## config.mk

```make
export PLATFORM = sky130hd
export DESIGN_NAME = ring_rr_arbiter
export DESIGN_NICKNAME = d
export VERILOG_FILES = /design/src/rtl/ring_arb_pkg.sv /design/src/rtl/token_ring.sv /design/src/rtl/ring_rr_arbiter.sv
export SDC_FILE = /design/constraint.sdc
export NUM_CORES = 1
export LEC_CHECK = 0
export ABC_AREA = 1
export CAP_MARGIN = 15
export CORE_MARGIN = 2
export CORE_UTILIZATION = 45
export DETAILED_ROUTE_END_ITERATION = 8
export DONT_BUFFER_PORTS = 1
export SYNTH_ARGS = -nofsm -noshare
export SYNTH_HDL_FRONTEND = slang
export SYNTH_HIERARCHICAL = 1
export SYNTH_SLANG_ARGS = --single-unit
```

## constraint.sdc

```tcl
create_clock -name clk -period 5.19 [get_ports clk]
set_input_delay 0.519 -clock clk [delete_from_list [all_inputs] [get_ports clk]]
set_output_delay 0.519 -clock clk [all_outputs]
set_load 0.005 [all_outputs]
```

## src/rtl/ring_arb_pkg.sv

```systemverilog
// Shared definitions for the ring round-robin arbiter: FSM states and parameter defaults.
package ring_arb_pkg;

    typedef enum logic {
        IDLE  = 1'b0,
        GRANT = 1'b1
    } arb_state_t;

    localparam int DEFAULT_N        = 4;
    localparam int DEFAULT_MAX_HOLD = 8;

endpackage : ring_arb_pkg

```

## src/rtl/token_ring.sv

```systemverilog
// One-hot priority token register with synchronous load and rotate-up-by-one.
module token_ring #(
    parameter int N = 4
) (
    input  logic         clk,
    input  logic         rst,
    input  logic         load,
    input  logic [N-1:0] load_val,
    input  logic         rotate,
    output logic [N-1:0] token
);

    // Load wins over rotate; the MSB wraps back to the LSB on rotation.
    always_ff @(posedge clk or posedge rst) begin
        if (rst) begin
            token <= N'(1);
        end else if (load) begin
            token <= load_val;
        end else if (rotate) begin
            token <= {token[N-2:0], token[N-1]};
        end
    end

endmodule : token_ring

```

## src/rtl/ring_rr_arbiter.sv

```systemverilog
// Round-robin arbiter: grants the first requester at or above the token position,
// holds the grant until done or a forced release after MAX_HOLD cycles.
module ring_rr_arbiter
    import ring_arb_pkg::*;
#(
    parameter int N        = DEFAULT_N,
    parameter int MAX_HOLD = DEFAULT_MAX_HOLD
) (
    input  logic         clk,
    input  logic         rst,
    input  logic [N-1:0] req,
    input  logic         done,
    input  logic         load,
    input  logic [N-1:0] load_val,
    output logic [N-1:0] grant,
    output logic [N-1:0] token,
    output logic         busy,
    output logic         timeout,
    output logic         load_err
);

    localparam int HOLD_W = (MAX_HOLD > 1) ? $clog2(MAX_HOLD) : 1;

    arb_state_t        state;
    logic [HOLD_W-1:0] hold_cnt;

    logic [N-1:0] masked_req;
    logic [N-1:0] pick_src;
    logic [N-1:0] pick;
    logic [N-1:0] rot_grant;
    logic [N-1:0] tok_val;
    logic         load_ok;
    logic         hold_last;
    logic         release_now;
    logic         tok_load;
    logic         tok_rot;

    // Requests at or above the token are preferred; if none, the lowest request
    // overall is the wrapped-around winner. x & -x isolates the lowest set bit.
    always_comb begin
        masked_req  = req & ~(token - N'(1));
        pick_src    = (masked_req != '0) ? masked_req : req;
        pick        = pick_src & (~pick_src + N'(1));
        load_ok     = (load_val != '0) && ((load_val & (load_val - N'(1))) == '0);
        hold_last   = (hold_cnt == HOLD_W'(MAX_HOLD - 1));
        release_now = (state == GRANT) && (done || hold_last);
        rot_grant   = {grant[N-2:0], grant[N-1]};

        tok_load = 1'b0;
        tok_rot  = 1'b0;
        tok_val  = load_val;
        if ((state == IDLE) && load && load_ok) begin
            tok_load = 1'b1;
        end else if (release_now) begin
            // A rotate suffices when the token still points at the holder.
            if (grant == token) begin
                tok_rot = 1'b1;
            end else begin
                tok_load = 1'b1;
                tok_val  = rot_grant;
            end
        end
    end

    token_ring #(
        .N(N)
    ) u_token_ring (
        .clk      (clk),
        .rst      (rst),
        .load     (tok_load),
        .load_val (tok_val),
        .rotate   (tok_rot),
        .token    (token)
    );

    always_ff @(posedge clk or posedge rst) begin
        if (rst) begin
            state    <= IDLE;
            grant    <= '0;
            busy     <= 1'b0;
            timeout  <= 1'b0;
            load_err <= 1'b0;
            hold_cnt <= '0;
        end else begin
            timeout  <= 1'b0;
            load_err <= 1'b0;
            case (state)
                IDLE: begin
                    if (load) begin
                        if (!load_ok) begin
                            load_err <= 1'b1;
                        end
                    end else if (req != '0) begin
                        state    <= GRANT;
                        grant    <= pick;
                        busy     <= 1'b1;
                        hold_cnt <= '0;
                    end
                end
                GRANT: begin
                    if (load) begin
                        load_err <= 1'b1;
                    end
                    if (release_now) begin
                        state    <= IDLE;
                        grant    <= '0;
                        busy     <= 1'b0;
                        hold_cnt <= '0;
                        timeout  <= !done;
                    end else begin
                        hold_cnt <= hold_cnt + HOLD_W'(1);
                    end
                end
                default: begin
                    state    <= IDLE;
                    grant    <= '0;
                    busy     <= 1'b0;
                    hold_cnt <= '0;
                end
            endcase
        end
    end

endmodule : ring_rr_arbiter
```

# Word level (Yosys, flattened, before mapping)
# Cells that the tools add are included.
word_totals:
  reg_bits: 15
  input_bits: 12
  output_inout_bits: 11
  word_cells: 69
op_classes:
  n_addsub: 4
  eq_ne: 5
  mux: 34
  bitwise_logic: 6
  n_reduce_logical: 13
op_table:
  columns: ["op", "n"]
  rows:
  - ["4-bit 2-to-1 mux", 9]
  - ["1-bit 2-to-1 mux", 17]
  - ["4-bit AND", 3]
  - ["4-bit nonzero test", 3]
  - ["3-bit 2-to-1 mux", 3]
  - ["4-bit NOT", 2]
  - ["4-bit one-hot mux with 2 select lines", 1]
  - ["4-bit by 1-bit subtractor with 4-bit output, second input constant", 2]
  - ["1-bit one-hot mux with 2 select lines", 3]
  - ["3-bit one-hot mux with 2 select lines", 1]
  - ["4-bit by 1-bit adder with 4-bit output, second input constant", 1]
  - ["4-bit equality test", 1]
  - ["1-bit logical AND", 4]
  - ["4-bit zero test", 1]
  - ["2-bit by 1-bit inequality test with 1-bit output, second input constant", 2]
  - ["3-bit by 1-bit adder with 3-bit output, second input constant", 1]
  - ["3-bit equality test, second input constant", 1]
  - ["3-bit AND reduction", 1]
  - ["2-bit inequality test, second input constant", 1]
  - ["2-bit AND reduction", 1]
  - ["2-bit nonzero test", 1]
  - ["1-bit zero test", 1]
  - ["1-bit logical OR", 1]
  - ["1-bit NOT", 1]

# Depth between registers and ports, before layout
# Gate-level depths: netlist (run 1).
depth:
  depth_word: 11
  mapped_depth: 12
  mapped_depth_nobuf: 12

# Cells and area by module
# Netlist (run 1), hierarchy kept.
modules_own_cells:
  columns: ["mod", "n_inst", "cells_each", "area_per_inst_um2"]
  rows:
  - ["ring_rr_arbiter", 1, 109, 764.5]
  - ["token_ring", 1, 23, 182.7]

# Least setup slack after synthesis (run 1)
# OpenSTA, ideal clock, no wires.
synth_timing:
  path_kind: "reg2reg"
  start: "register hold_cnt[0]"
  end: "register u_token_ring.token[1]"
  arrival_ns: 1.752
  required_time_ns: 5.121
  setup_slack_ns: 3.369
  path_stages_with_launch: 10
  n_path_buf: 0
  path_cell_list: "dfrtp_1 -> ha_1 -> ha_1 -> o21ai_1 -> inv_1 -> nand2_1 -> o21ai_0 -> nor2_1 -> nand2_1 -> nand3_1"
synth_via:
  elab_chain_len: 6
synth_lines:
  columns: ["element", "line_no", "source"]
  rows:
  - ["start, declared", "ring_rr_arbiter.sv:25", "logic [HOLD_W-1:0] hold_cnt;"]
  - ["start signal, assigned", "ring_rr_arbiter.sv:111", "hold_cnt <= hold_cnt + HOLD_W'(1);"]
  - ["3-bit equality test (*)", "ring_rr_arbiter.sv:45", "hold_last = (hold_cnt == HOLD_W'(MAX_HOLD - 1));"]
  - ["1-bit logical OR (*)", "ring_rr_arbiter.sv:46", "release_now = (state == GRANT) && (done || hold_last);"]
  - ["1-bit logical AND (*)", "ring_rr_arbiter.sv:46", null]
  - ["1-bit 2-to-1 mux (*)", "ring_rr_arbiter.sv:54", "end else if (release_now) begin"]
  - ["1-bit 2-to-1 mux (*)", "ring_rr_arbiter.sv:52", "if ((state == IDLE) && load && load_ok) begin"]
  - ["named net tok_load", "ring_rr_arbiter.sv:35", "logic tok_load;"]
  - ["4-bit 2-to-1 mux or 2-bit nonzero test (tied branches)", null, null]
  - ["end signal, assigned", "token_ring.sv:18", "token <= load_val;"]
  - ["end signal, assigned", "token_ring.sv:20", "token <= {token[N-2:0], token[N-1]};"]
  - ["end, declared", "token_ring.sv:10", "output logic [N-1:0] token"]
# The timed path passes the listed nets; every way through them passes the cells marked *.
# A chain may end at the register's enable or synchronous reset.

# Worst setup path after layout (run 1)
layout_timing:
  start: "register hold_cnt[0]"
  end: "register u_token_ring.token[0]"
# The elaborated chain is that of the path after synthesis.

==> results of run 1 <==
-- cell type report --
class                      instances  area [um2]  share of cell area (%)
clock inverter                     1        5.00                   0.491
sequential                        15         377                    37.0
tap                               27        33.8                    3.32
clock buffer                       3        22.5                    2.21
inverter                          20        75.1                    7.37
multi-input combinational         97         495                    48.6
timing repair buffer               1        10.0                   0.983
-- flip-flops by register name, indices dropped and copies added (netlist names) --
signal	count
u_token_ring/token	4
busy	1
state	1
hold_cnt	3
timeout	1
load_err	1
grant	4
-- synthesized netlist by cell type --
master / instances
nand2_1: 41
inv_1: 17
nand3_1: 17
dfrtp_1: 14
nor2_1: 10
o21ai_1: 4
xnor2_1: 4
ha_1: 3
inv_2: 3
a22o_1: 2
nand2_2: 2
nand3_2: 2
o22ai_1: 2
a21oi_1: 1
a21oi_2: 1
and2_1: 1
dfstp_2: 1
nand4_1: 1
nor2_2: 1
nor3_1: 1
o211ai_1: 1
o21ai_0: 1
o31ai_1: 1
or2_2: 1
-- stage by stage --
step / hold slack [ns] / util [%] / std cells / setup slack, ns / cell area [um2]
after CTS: 0.118 / 51.4 / 164 / 3.09 / 1020
after floorplan: 0.284 / - / 132 / 3.37 / 947
after detailed placement: 0.297 / 49.5 / 159 / 3.13 / 981
after global placement: 0.299 / 49.5 / 159 / 3.24 / 981
final: 0.116 / 51.4 / 164 / 3.10 / 1020
after global routing: 0.139 / 51.4 / 164 / 2.75 / 1020
-- critical path, cell delays in order, from the launching register on --
cell	delay, ns
dfrtp_1	0.40
ha_1	0.20
ha_1	0.19
o21ai_1	0.19
inv_1	0.13
nand2_1	0.20
o21ai_0	0.26
nor2_1	0.28
nand2_1	0.10
nand3_1	0.09
-- power groups by stage --
stage	logic (mW)	clock network [mW]	registers [mW]
6_report	0.214	0.0636	0.200
3_3_place_gp	0.209	0	0.203
2_1_floorplan	0.181	0	0.188
5_1_grt	0.252	0.0738	0.207
3_5_place_dp	0.214	0	0.204
4_1_cts	0.215	0.0676	0.202
-- logic make-up (layout without fill, tap and decap cells) --
| family | Yosys count | count (layout) | share of synthesized area (%) |
|---|---|---|---|
| xor+xnor | 4 | 4 | 3.70 |
| compound gates | 13 | 13 | 8.85 |
| fa+ha+maj | 3 | 3 | 3.96 |
| simple gates | 77 | 77 | 35.8 |
| buf+inv | 20 | 25 | 7.93 |
| flops | 15 | 15 | 39.8 |
-- routing by layer --
layer / global-route usage (%) / vias up / share of wire [%]
li1: - / 438 / -
met1: 23.8 / 371 / 47
met2: 30.2 / 26 / 46
met3: 3.33 / 2 / 6.4
met4: 5.56 / 0 / 0.64
met5: 0 / - / 0
-- layout by cell type, fill, tap and decap left out --
master	count
nor2_1	10
nand4_1	1
clkbuf_4	3
a22o_1	2
a21oi_1	1
dlygate4sd3_1	1
clkinv_2	1
nand3_1	17
dfstp_2	1
inv_1	17
dfrtp_1	14
or2_2	1
nand3_2	2
o31ai_1	1
nand2_2	2
ha_1	3
a21oi_2	1
xnor2_1	4
o211ai_1	1
inv_2	3
and2_1	1
nor2_2	1
o22ai_1	2
nand2_1	41
nor3_1	1
o21ai_0	1
o21ai_1	4
-- worst paths after layout --
path | startpoint | to | slack (ns) | cells after the start
setup / recovery | hold_cnt[0] | u_token_ring/token[0] | 3.10 | 9
hold / removal | rst | grant[0] | 0.12 | 1
setup reg to reg | hold_cnt[0] | u_token_ring/token[0] | 3.10 | 9
hold reg to reg | hold_cnt[0] | hold_cnt[0] | 0.50 | 1
max in group asynchronous | rst | u_token_ring/token[0] | 4.40 | 2
min in group clk | done | timeout | 0.38 | 2
==> summary.md, run 1 <==
| Metric | Value |
|---|---|
| Post-CTS sizing | 0 |
| DR vias | 837 |
| 1st-iter DRT viols | 16 |
| WS Path Type | reg2reg |
| Combinational share of power | ~45% |
| Clock Power Share | 13.3% |
| Total power | between 400 and 500 uW |
| LEAKAGE | around 0.55 nW |
| Arrival time at the worst endpoint | roughly 2.3 ns |
| CTS tree | built |
| Top area cells in the synthesized netlist | dfrtp_1 37%, nand2_1 16%, nand3_1 9.0% |
| Syn Inst Count | 132 |
| Root Buffer Master | clkbuf_4 |
| Final worst path period share | about two fifths |
| Worst Setup End Kind | register |
| Post-Route WL | around 2 mm |
| Final ANT Viol Nets | 0 |
| Unrepaired setup endpoints after global routing | false |
| Layout area overhead | 7.53% |
| Avg Cell Area, Syn | 7.18 um2 |
| Power Dens Cells | between 400 and 500 mW/mm2 |
| Core Area | slightly below 0.002 mm2 |
| Row count | 16 |
| DP HPWL | 1.66 mm |
| Diode count | 0 |
| Area share of the largest cell type after synthesis | 37.0% |
| Worst-Skew Late Latency | between 0.2 and 0.3 ns |
| Cell-internal power | ~260 uW |
| Worst-path maximum fanout | 7 |
| Die Span Y | about 50 um |
| Slew HR | ~63% |
| Fin crit period | around 2.1 ns |
| Final global-route overflow total | 0 |
| FMAX | approximately 480 MHz |
| Net Sw Power | ~220 uW |
| Num CTS Buffers | 3 |
| Startpoint Class | register |
| Hold WC Path Type | in2async |
| Status | complete, no violations |
| Critical path required time | ~5.4 ns |
| I/O pin cnt | 23 |
| # setup viols final | 0 |
| TritonRoute pass-1 iters | 4 |
| Clk_skew | 0.00368 ns |
| Synth unique cells | 24 |
| PortBufs | 0 |
| Post-Syn Area | ~950 um2 |
| Post-DR vias/cell | 5.10 |
| Sequential Power Share | roughly two fifths |
| Residual DRC | 0 |
| # fillers | 199 |
| Max clock buf depth | 2 |
| Switching Share | 45.4% |
| Vias in the first global route | just under 800 |
| Post-synth top area cell | dfrtp_1 |
| Sequential area share after synthesis | between 30% and 40% |
| Seq cells post-synth | 15 |
| Number of clock sinks | 15 |
| Yosys warning total | 6 |
| Initial antenna violation count | 0 |
| Final nets | ~150 |
| Htree depth | 1 |
| Slew Viols, Final | 0 |
| Average routed wire per standard cell | 12.4 um |
| Clock slew at reported path FFs | roughly 0.090 ns |
| Layout cells sized above 1 | a little over a tenth |
| Postcts setup bufs | 0 |
| Largest net degree at the start of global routing | 12 |
| Die area | between 0.002 and 0.0025 mm2 |
| Max Cap Viol | 0 |
| Worst VDD drop | ~0.00022 V |
| Initial Util | between 40% and 50% |
| Worst Tran Pin Value | around 0.55 ns |
| Sum Neg Setup Slack | 0 ns |
| Post-synthesis net count | roughly 150 |
| Die X | 49.9 um |
| Routability cong. | 0.822 |
| Post-CTS Hold Buffers | 1 |
| Final Hold Viols | 0 |
| Global-route usage over all layers | about 18% |
| First-pass GRT wire length | around 3.4 mm |
No activity file was read; power rests on OpenSTA's default activity.
==> inputs of run 2 (changes only) <==
clock period = 2.1 ns   (was 5.19 ns; I/O delays follow)
==> run 2 against run 1 <==
Compared with the run above:
- sequential power grew 150%
- highest routed layer unchanged
- clock skew grew 0.0055 ns
- register-to-register slack lost 2.8 ns
- largest power group unchanged
- non-clock buffer count grew 1
==> summary.md, run 2 (synthesis gave the netlist of run 1 again) <==
| Metric | Value |
|---|---|
| Num CTS Buffers | 3 |
| Power Dens Cells | 1170 mW/mm2 |
| Average routed wire per standard cell | around 12 um |
| Commonest non-fill, non-tap cell in the layout | nand2_1 |
| Die X | roughly 50 um |
| Setup crit end | u_token_ring/token[1] |
| Worst VDD drop | roughly 0.00057 V |
| R2r startpoint | hold_cnt[0] |
| Core Area | about 0.0020 mm2 |
| Sum Neg Setup Slack | 0 ns |
| Die area | approximately 0.0025 mm2 |
| Non-filler cells, final | 165 |
| Final nets | roughly 150 |
| TritonRoute pass-1 iters | 4 |
| Total power | 1.20 mW |
| PortBufs | 0 |
| Pre-CTS WS | roughly 0.21 ns |
| Clk_skew | around 0.0092 ns |
| Htree depth | 1 |
| Post-DR vias/cell | between 4 and 5 |
| Final Hold Viols | 0 |
| I/O pin cnt | 23 |
| Max Cap Viol | 0 |
| Fin crit period | 1.83 ns |
| Postcts setup bufs | 0 |
| Diode count | 0 |
| Row count | 16 |
| Unrepaired setup endpoints after global routing | false |
| CP startpoint | hold_cnt[0] |
| Critical path required time | about 2.3 ns |
| WS Path Type | reg2reg |
| Slew HR | about 72% |
| Commonest non-fill, non-tap cells in the layout | 41 x nand2_1, 17 x inv_1, 17 x nand3_1 |
| Die Span Y | roughly 50 um |
| Worst Setup End Kind | register |
| 1st-iter DRT viols | 12 |
| Root Buffer Master | clkbuf_4 |
| Final setup margin | around 0.27 ns |
| Worst-path maximum fanout | 6 |
| Reg2Reg Setup Slack | ~0.27 ns |
| DR vias | 816 |
| Slew Viols, Final | 0 |
| Max clock buf depth | 2 |
| Post-Route WL | 2.04 mm |
| FMAX | between 500 and 600 MHz |
| First-pass GRT wire length | ~3.7 mm |
| Vias in the first global route | approximately 850 |
| Largest regs | grant (4), u_token_ring/token (4), hold_cnt (3) |
| Status | complete, no violations |
| Path depth of the worst reg2reg path | 9 |
| Layout cells sized above 1 | about 12% |
| Initial antenna violation count | 0 |
| Final ANT Viol Nets | 0 |
| Hold WC Path Type | in2reg |
| Worst Tran Pin Value | 0.427 ns |
| Startpoint Class | register |
| Residual DRC | 0 |
| Final worst path period share | between 80% and 90% |
| Layout area overhead | 8.59% |
| DP HPWL | 1.63 mm |
| Largest net degree at the start of global routing | 12 |
| Routability cong. | between 0.8 and 0.9 |
| Global-route usage over all layers | between 10% and 20% |
| Initial Util | a little under half |
| LEAKAGE | 0.551 nW |
| Arrival time at the worst endpoint | roughly 2.1 ns |
| Number of clock sinks | 15 |
| Worst reg2reg path endpoint | u_token_ring/token[1] |
| Placed insts | 160 |
| # setup viols final | 0 |
| Worst-Skew Late Latency | about 0.29 ns |
| Clock slew at reported path FFs | approximately 0.1 ns |
| CTS tree | built |
| Final global-route overflow total | 0 |
[run 2: changes by cell type in the layout (fill, tap and decap cells not counted), sizes merged]
cell,previous run,this run
buf,0,1
clkinvlp,0,1
clkinv,1,0
[run 2: per-layer routing]
metal	GRT usage (%)	up-vias	part of all wire, %
li1	-	436	-
met1	26.1	363	49
met2	30.7	15	46
met3	3.33	2	4.4
met4	5.56	0	0.64
met5	0	-	0
[run 2: how the worst min path moves through the flow]
stage	depth (start not counted)	slack (ns)	from	end
finish	2	0.06	done	timeout
global route	2	0.05	done	timeout
CTS	2	0.05	done	timeout
detailed placement	1	-0.009	rst	u_token_ring/token[1]
global placement	1	-0.01	rst	u_token_ring/token[1]
floorplan	1	-0.02	rst	u_token_ring/token[1]
[run 2: stage by stage]
step / cell area, um2 / hold slack [ns] / utilization (%)
2_1_floorplan: 947 / -0.0246 / -
6_report: 1030 / 0.0596 / 51.9
3_5_place_dp: 988 / -0.00874 / 49.9
3_3_place_gp: 988 / -0.0107 / 49.9
4_1_cts: 1030 / 0.0499 / 51.9
5_1_grt: 1030 / 0.0498 / 51.9
[run 2: worst max-delay path: stages (launching register included)]
cell	delay, ns
dfrtp_1	0.41
ha_1	0.20
ha_1	0.19
o21ai_1	0.20
inv_1	0.12
nand2_1	0.10
o21ai_1	0.15
nor2_1	0.23
nand2_1	0.09
nand3_1	0.08
[run 2: final cells by class]
type | count | area (um2)
Tap cell | 27 | 33.8
Clock inverter | 1 | 7.51
Clock buffer | 3 | 22.5
Multi-Input combinational cell | 97 | 495
Inverter | 20 | 75.1
Fill cell | 193 | 953
Timing Repair Buffer | 2 | 17.5
Sequential cell | 15 | 377
[run 2: what timing repair did]
| item | in CTS | in global routing |
|---|---|---|
| endpoints found under the hold margin | 15 | 0 |
| hold buffers | 1 | 0 |
| gates resized for setup | 0 | 1 |
| setup endpoints to repair | 0 | 4 |
[run 2: report_power, final]
group,total [mW],switching (mW),internal (mW)
clock network,0.173,0.101,0.0723
logic,0.533,0.322,0.211
registers,0.494,0.123,0.371
total,1.20,0.546,0.654
==> inputs of run 3 (changes only) <==
DONT_BUFFER_PORTS = not set   (was 1)
PLACE_DENSITY = 0.74   (was not set)
==> run 3 against run 2 <==
Compared with the run above:
- design area is 20% higher
- via count is 16% higher
- register-to-register slack got worse by 0.02 ns
- global-route usage increased by 0.91 points
- routed wire length rose by 6.2%
- utilization up 11 points
- sequential share of layout area down 6.2 points
- clock skew is 0.0069 ns lower
- total power grew 12%
- sequential power shrank 3%
- count of clock-buffer cells in the layout up 1
- critical path depth unchanged
- highest routed layer is now met3
==> summary.md, run 3 (synthesis gave the netlist of run 1 again) <==
| Metric | Value |
|---|---|
| Status | complete, no violations |
| Hold Slack | roughly 0.13 ns |
| WS Path Type | reg2reg |
| TritonRoute pass-1 iters | 5 |
| Global-route usage over all layers | around a fifth |
| Total power | around 1.3 mW |
| CP cell instances | ha_1 -> ha_1 -> o21ai_1 -> inv_1 -> nand2_1 -> o21ai_1 -> nor2_2 -> nand2_1 -> nand3_1 |
| Final ANT Viol Nets | 0 |
| Post-Route WL | about 2.2 mm |
| Final global-route overflow total | 0 |
| Placed insts | around 180 |
| Post-DR vias/cell | ~5 |
| Initial antenna violation count | 0 |
| Buf/Inv on CP | 1 |
| Die X | approximately 50 um |
| Initial Util | between 40% and 50% |
| Clk_skew | ~0.0023 ns |
| Sequential Power Share | around 36% |
| Sum Neg Setup Slack | 0 ns |
| Setup crit end | u_token_ring/token[1] |
| Startpoint Class | register |
| Commonest non-fill, non-tap cell in the layout | nand2_1 |
| Diode count | 0 |
| Final nets | 175 |
| Root Buffer Master | clkbuf_4 |
| # setup viols final | 0 |
| Row count | 16 |
| Vias in the first global route | ~890 |
| Final worst path period share | 88.3% |
| DR vias | 950 |
| CP Depth | 9 |
| Worst Tran Pin Value | approximately 0.47 ns |
| Largest net degree at the start of global routing | 12 |
| Largest regs | grant (4), u_token_ring/token (4), hold_cnt (3) |
| Slew HR | between 60% and 70% |
| DP HPWL | 1.73 mm |
| First-pass GRT wire length | roughly 3.8 mm |
| Htree depth | 1 |
| Worst-Skew Late Latency | ~0.27 ns |
| Switching Share | around 43% |
| Residual DRC | 0 |
| Worst-path maximum fanout | 6 |
| Post-CTS Hold Buffers | 0 |
| Reg2Reg Setup Slack | about 0.25 ns |
| Num CTS Buffers | 3 |
| Clock slew at reported path FFs | approximately 0.080 ns |
| FMAX | 540 MHz |
| CP startpoint | hold_cnt[0] |
| Routability cong. | 0.819 |
| Core Area | slightly below 0.002 mm2 |
| Max Cap Viol | 0 |
| Worst reg2reg path endpoint | u_token_ring/token[1] |
| Arrival time at the worst endpoint | ~2.1 ns |
| Path depth of the worst reg2reg path | 9 |
| CP top delay family | simple AND/OR/NAND/NOR gates |
| Crit-path max cell delay | roughly 0.4 ns |
| Worst VDD drop | 0.000462 V |
| Slowest-stage cell, CP | dfrtp_1 |
| I/O pin cnt | 23 |
| PortBufs | 22 |
| Final Hold Viols | 0 |
| R2r startpoint | hold_cnt[0] |
| Clock Power Share | about an eighth |
| Die area | around 0.0025 mm2 |
| 1st-iter DRT viols | 35 |
| Die Span Y | approximately 50 um |
| Cell-internal power | about 770 uW |
| Layout area overhead | 30.6% |
| CTS tree | built |
| Commonest non-fill, non-tap cells in the layout | 41 x nand2_1, 22 x clkdlybuf4s50_1, 17 x inv_1, 17 x nand3_1, 14 x dfrtp_1 |
| Hold WC Path Type | in2async |
| Worst Setup End Kind | register |
| Slew Viols, Final | 0 |
| # fillers | between 150 and 200 |
| Non-filler cells, final | between 150 and 200 |
| Unrepaired setup endpoints after global routing | false |
| Average routed wire per standard cell | 11.6 um |
| Fin crit period | approximately 1.9 ns |
| Net Sw Power | 570 uW |
| Critical path required time | approximately 2.3 ns |
| Number of clock sinks | 15 |
| LEAKAGE | 0.631 nW |
| Max clock buf depth | 2 |
| Layout cells sized above 1 | around a tenth |
| Combinational share of power | 52.3% |
| Power Dens Cells | ~1100 mW/mm2 |
## run 3: power by group through the flow
stage,Clock (mW),Sequential (mW),Combinational (mW)
floorplan,0,0.464,0.447
global placement,0,0.484,0.669
detailed placement,0,0.486,0.692
CTS,0.166,0.481,0.696
global route,0.184,0.494,0.795
finish,0.158,0.481,0.700
## run 3: metal layers
layer | track usage, % | vias to the layer above | wire, um
li1 | - | 478 | -
met1 | 26.1 | 449 | 986
met2 | 33.6 | 23 | 1100
met3 | 3.64 | 0 | 79
met4 | 5.56 | 0 | 0
met5 | 0 | - | 0
## run 3: through the flow
stage,utilization (%),cell area [um2],setup slack (ns)
after floorplan,-,947,0.279
after global placement,61.0,1210,0.186
after detailed placement,61.0,1210,0.134
after CTS,62.3,1230,0.112
after global routing,62.4,1240,0.0940
final,62.4,1240,0.247
## run 3: worst min path at each step
stage,endpoint,from,cells past startpoint
2_1_floorplan,u_token_ring/token[1],rst,1
3_3_place_gp,u_token_ring/token[2],rst,2
3_5_place_dp,u_token_ring/token[3],rst,2
4_1_cts,u_token_ring/token[2],rst,2
5_1_grt,u_token_ring/token[3],rst,2
6_report,u_token_ring/token[2],rst,2
## run 3: repair_timing
item	CTS	global route
endpoints found under the setup margin	0	4
setup buffers	0	0
gates resized for setup	0	2
## run 3: final cells by class
class                      count  area [um2]  area share [%]
multi-input combinational     97         498            40.2
sequential                    15         377            30.4
timing repair buffer          23         228            18.4
inverter                      20        75.1            6.07
tap                           27        33.8            2.73
clock buffer                   4        26.3            2.12
